## config.mk

```make
export PLATFORM = sky130hd
export DESIGN_NAME = bin2bcd_seq
export DESIGN_NICKNAME = d
export VERILOG_FILES = /design/src/rtl/bcd_pkg.sv /design/src/rtl/bcd_dabble_step.sv /design/src/rtl/bin2bcd_seq.sv
export SDC_FILE = /design/constraint.sdc
export NUM_CORES = 1
export LEC_CHECK = 0
export CORE_AREA = 2 2 110 112
export CTS_CLUSTER_DIAMETER = 60
export DETAILED_ROUTE_END_ITERATION = 7
export DIE_AREA = 0 0 112 114
export HOLD_SLACK_MARGIN = 0.15
export PLACE_DENSITY_LB_ADDON = 0.25
export SYNTH_ARGS = -nofsm -noshare
export SYNTH_HDL_FRONTEND = slang
export SYNTH_SLANG_ARGS = --single-unit
```

## constraint.sdc

```tcl
create_clock -name clk -period 1.7 [get_ports clk]
set_input_delay 0.34 -clock clk [delete_from_list [all_inputs] [get_ports clk]]
set_output_delay 0.34 -clock clk [all_outputs]
set_load 0.03 [all_outputs]
```

## src/rtl/bcd_pkg.sv

```systemverilog
// Shared types and elaboration helpers for the sequential binary-to-BCD converter.
package bcd_pkg;

  localparam int unsigned NIB  = 4;
  localparam int unsigned MAXW = 128;

  typedef enum logic [1:0] {IDLE, CONV, DONE} bcd_state_t;

  function automatic int unsigned ncyc(input int unsigned binlen, input int unsigned step);
    return (binlen + step - 1) / step;
  endfunction

  // Wide enough for both the operand and 10**declen (log2(10) < 3.33).
  function automatic int unsigned cmp_width(input int unsigned binlen, input int unsigned declen);
    int unsigned dw;
    dw = (declen * 333 + 99) / 100 + 1;
    return (binlen > dw) ? binlen : dw;
  endfunction

  function automatic logic pow10_ge(input logic [MAXW-1:0] value, input int unsigned declen);
    logic [MAXW-1:0] p;
    p = MAXW'(1);
    for (int unsigned i = 0; i < declen; i++) p = p * MAXW'(10);
    return value >= p;
  endfunction

endpackage

```

## src/rtl/bcd_dabble_step.sv

```systemverilog
// One double-dabble layer: add 3 to every nibble above 4, then shift one operand bit in.
module bcd_dabble_step
  import bcd_pkg::*;
#(
  parameter int unsigned DECLEN = 9
)(
  input  logic [DECLEN*NIB-1:0] acc,
  input  logic                  sbit,
  output logic [DECLEN*NIB-1:0] acc_nxt
);

  localparam int unsigned W = DECLEN * NIB;

  logic [W-1:0] adj;

  always_comb begin
    adj = acc;
    for (int unsigned d = 0; d < DECLEN; d++) begin
      if (acc[d*NIB +: NIB] > 4'd4) adj[d*NIB +: NIB] = acc[d*NIB +: NIB] + 4'd3;
    end
  end

  // The top bit falls off: the result wraps modulo 10**DECLEN.
  assign acc_nxt = W'({adj, sbit});

endmodule

```

## src/rtl/bin2bcd_seq.sv

```systemverilog
// Iterative binary-to-BCD converter, STEP bits per clock, valid/ready on both sides.
// Define BCD_SIGN_EN for two's-complement input with a neg output.
module bin2bcd_seq
  import bcd_pkg::*;
#(
  parameter int unsigned BINLEN = 30,
  parameter int unsigned DECLEN = 9,
  parameter int unsigned STEP   = 1
)(
  input  logic                  clk,
  input  logic                  rst_n,
  input  logic                  in_valid,
  output logic                  in_ready,
  input  logic [BINLEN-1:0]     BIN,
  output logic                  out_valid,
  input  logic                  out_ready,
  output logic [DECLEN*NIB-1:0] BCD,
  output logic                  ovf
`ifdef BCD_SIGN_EN
  ,
  output logic                  neg
`endif
);

  localparam int unsigned NCYC = ncyc(BINLEN, STEP);
  localparam int unsigned SRW  = NCYC * STEP;
  localparam int unsigned ACCW = DECLEN * NIB;
  localparam int unsigned CMPW = cmp_width(BINLEN, DECLEN);
  localparam int unsigned CNTW = (NCYC > 1) ? $clog2(NCYC) : 1;

  bcd_state_t       state;
  logic [SRW-1:0]   sr;
  logic [ACCW-1:0]  acc;
  logic [CNTW-1:0]  cnt;
  logic [BINLEN-1:0] mag;
  logic [CMPW-1:0]  mag_cmp;
  logic [ACCW-1:0]  acc_step;

`ifdef BCD_SIGN_EN
  logic sign;
  // Negating the most negative value wraps to 2**(BINLEN-1), which is the correct magnitude.
  assign sign = BIN[BINLEN-1];
  assign mag  = sign ? ((~BIN) + BINLEN'(1)) : BIN;
`else
  assign mag  = BIN;
`endif

  assign mag_cmp = CMPW'(mag);

  for (genvar j = 0; j < STEP; j++) begin : g_layer
    logic [ACCW-1:0] acc_in;
    logic [ACCW-1:0] acc_nxt;
    if (j == 0) begin : g_first
      assign acc_in = acc;
    end else begin : g_next
      assign acc_in = g_layer[j-1].acc_nxt;
    end
    bcd_dabble_step #(.DECLEN(DECLEN)) u_step (
      .acc     (acc_in),
      .sbit    (sr[SRW-1-j]),
      .acc_nxt (acc_nxt)
    );
  end

  assign acc_step = g_layer[STEP-1].acc_nxt;

  always_ff @(posedge clk) begin
    if (!rst_n) begin
      state     <= IDLE;
      in_ready  <= 1'b1;
      out_valid <= 1'b0;
      BCD       <= '0;
      ovf       <= 1'b0;
      sr        <= '0;
      acc       <= '0;
      cnt       <= '0;
`ifdef BCD_SIGN_EN
      neg       <= 1'b0;
`endif
    end else begin
      case (state)
        IDLE: begin
          if (in_valid && in_ready) begin
            sr       <= SRW'(mag);
            acc      <= '0;
            ovf      <= pow10_ge(MAXW'(mag_cmp), DECLEN);
            cnt      <= CNTW'(NCYC - 1);
            in_ready <= 1'b0;
            state    <= CONV;
`ifdef BCD_SIGN_EN
            neg      <= sign;
`endif
          end
        end
        CONV: begin
          acc <= acc_step;
          sr  <= sr << STEP;
          cnt <= cnt - 1'b1;
          if (cnt == '0) begin
            BCD       <= acc_step;
            out_valid <= 1'b1;
            state     <= DONE;
          end
        end
        DONE: begin
          if (out_ready) begin
            out_valid <= 1'b0;
            in_ready  <= 1'b1;
            state     <= IDLE;
          end
        end
        default: state <= IDLE;
      endcase
    end
  end

endmodule

```

==> qor.yml <==
run_status:
  outcome: "finished, violations left"
  violations: "setup timing"
pwr:
  p_leak_uw: 0.00279
  p_per_area_nw_per_um2: 923
  power.total_uw: 6120
  vdd_drop_max_mv: 0.485
setup_path:
  reg2reg_from: "cnt[0]"
  critPathLaunch: "cnt[0]"
  end_kind: "flop"
  r2r_setup_slack_ns: -0.11
  r2r-end: "BCD[4]"
  rr_worst_depth: 8
  crit_required_ns: 1.93
  path_class: "flop to flop"
  crit_arrival_ns: 2.03
  crit_end: "BCD[4]"
  start_kind: "flop"
  critPathMaxFanout: 6
cts:
  ctsHoldBuffers: 0
  cts_tree: "yes"
  worstSkewPairLatency_ns: 0.36
  clockBufferDepth: 2
  htreeDepth: 3
  cts_sinks: 112
  cts_root_buffer: "clkbuf_16"
  clkTransAtPathRegs_ns: 0.07
  numCtsBuffers: 9
timing:
  skew_ns: 0.00992
  fin_crit_ns: 1.81
  finalHoldViolations: 0
  timing.slew.headroom_pct: 68.3
  layout_setup_ws_ns: -0.106
  timing.final.max_slew_violations: 0
  min_period_over_period_pct: 106
  setup_viol: 25
  rsz0062_at_grt: "yes"
  max_freq_mhz: 554
  worst_pin_slew_ns: 0.474
route:
  drt-initial-drc-count: 291
  drcViolationCount: 0
  vias: 4749
  drt-total-wl_um: 13100
  ant_nets: 0
  viasPerCell: 5.88
  post_drt_wl_per_cell_um: 16.3
  first_pass_iters: 7
grt:
  grt_overflow_total: 0
  grt_max_degree: 33
  antenna_found_initial: 0
  grt_pass1_vias: 4446
  track_usage_pct: 20.0
  grt_pass1_wl_um: 20900
synth:
  synth.distinct_cells: 43
  syn_nets: 623
  synth_common_cells: "dfxtp_1 (112), nor2_1 (73), o21ai_0 (45), a21oi_1 (32), nand3_1 (31)"
  ys_top_cells_by_area: "dfxtp_1 (44%), a222oi_1 (5.7%), nor2_1 (5.4%)"
  synth.largest_area_cell: "dfxtp_1"
  synth_edf_count: 0
  syn_area_per_cell_um2: 8.92
  synth_top_family_by_area: "compound AO/OA/AOI/OAI gates"
  synthFlopType: "dfxtp_1"
  synth_xor_area_share_pct: 0
  synth-simple-area-share_pct: 20.7
  synth-async-reset-ratio_pct: 0
  synth_compound_area_share_pct: 23.7
  seq_area_frac_synth_pct: 44.0
  synthDominantCellAreaShare_pct: 44.0
  synth_area_um2: 5100
  ys_warn_count: 0
  post-synth-top-count-cell: "dfxtp_1"
  synth.area.mux_share_pct: 1.57
  synth-seq-cells: 112
  synthAdderAreaFrac_pct: 4.42
  synthCells: 571
die:
  fp.dieArea_um2: 12800
  io_pins: 73
  die_y_um: 114
  start_util_pct: 43.5
  core_area_um2: 11700
  num_rows: 40
  die_x_um: 112
final_layout:
  nNetsFinal: 707
  final_area_um2: 6630
  drive_gt1_share_pct: 14.7
  areaGrowthSynthToFinish_pct: 30.1
  antenna_cells: 0
place:
  dp_hpwl_um: 8480
  gp_congestion: 0.852
  port_buffers: 72
  placedInstanceArea_um2: 6120
flow_run:
  max_cap_violations: 0
worst_hold_path:
  timing.hold.worst.class: "flop to flop"
## placed cells by master, fill, tap and decap left out, drive strengths merged, types with 5 or more instances in the layout
cell type	count
or2b	5
o21ai	45
nand2	25
dlygate4sd2	28
nand3	38
a32o	8
inv	22
clkdlybuf4s50	33
a21oi	38
nor2	73
a222oi	29
a32oi	9
a211oi	15
or3	18
mux2i	8
nor2b	19
a2bb2oi	8
dlymetal6s2s	11
nand2b	13
dfxtp	112
ha	18
clkbuf	11
buf	38
o211a	8
## final cells by class
class | count | area (um^2)
repair buffers | 112 | 1150
clock inverters | 6 | 43.8
multi-input cells | 399 | 2690
well taps | 147 | 184
fillers | 1048 | 5080
flip-flops and latches | 112 | 2240
clock buffers | 10 | 239
inverters | 21 | 78.8
## how the worst min path moves through the flow
stage / from / slack (ns) / endpoint / depth (start not counted)
2_1_floorplan: sr[29] / 0.44 / BCD[0] / 2
3_3_place_gp: BCD[13] / 0.44 / BCD[13] / 2
3_5_place_dp: BCD[9] / 0.45 / BCD[9] / 2
4_1_cts: BCD[9] / 0.46 / BCD[9] / 2
5_1_grt: BCD[9] / 0.48 / BCD[9] / 2
6_report: BCD[9] / 0.45 / BCD[9] / 2
## worst max-delay path, cell delays in order, from the launching register on
cell	delay [ns]
dfxtp_2	0.33
inv_2	0.06
ha_4	0.13
or3b_4	0.39
nor3_4	0.31
buf_6	0.16
buf_4	0.11
buf_8	0.12
a211oi_2	0.07
## where the power goes
part           total, uW  internal [uW]  switching, uW
clock               2040           1040           1000
combinational       1220            552            666
sequential          2860           2760           96.6
total               6120           4350           1760
## sequential cells by signal, indices dropped and copies added (netlist names)
signal     cells
BCD           36
acc           36
sr            30
cnt            5
state          2
in_ready       1
out_valid      1
ovf            1
## timing repair
action,in CTS,in global routing
pin swaps,0,8
setup endpoints to repair,33,72
cloned,1,2
gates resized for setup,30,37
setup buffers,0,6
## stage by stage
| stage | setup TNS [ns] | hold slack, ns | utilization, % | cells | setup slack, ns |
|---|---|---|---|---|---|
| finish | -1.74 | 0.451 | 56.6 | 807 | -0.106 |
| global route | -3.95 | 0.480 | 56.6 | 807 | -0.181 |
| CTS | -0.0228 | 0.457 | 54.7 | 799 | -0.0138 |
| detailed placement | -10.44 | 0.447 | 52.3 | 782 | -0.241 |
| global placement | -9.16 | 0.445 | 52.3 | 782 | -0.209 |
| floorplan | 0 | 0.445 | - | 571 | 0.0684 |
## cells by family (layout without fill, tap and decap cells)
| family | Yosys count | count (layout) |
|---|---|---|
| simple gates | 206 | 206 |
| compound gates | 167 | 167 |
| flops | 112 | 112 |
| buf+inv | 60 | 149 |
| fa+ha+maj | 18 | 18 |
| mux | 8 | 8 |
## per-layer routing
| metal | vias to the layer above | track usage [%] | share of wire (%) |
|---|---|---|---|
| li1 | 2281 | - | - |
| met4 | 0 | 9.11 | 2.0 |
| met5 | - | 0 | 0 |
| met3 | 21 | 2.76 | 4.8 |
| met2 | 148 | 34.2 | 49 |
| met1 | 2299 | 25.3 | 44 |
No activity file was read; power rests on OpenSTA's default activity.
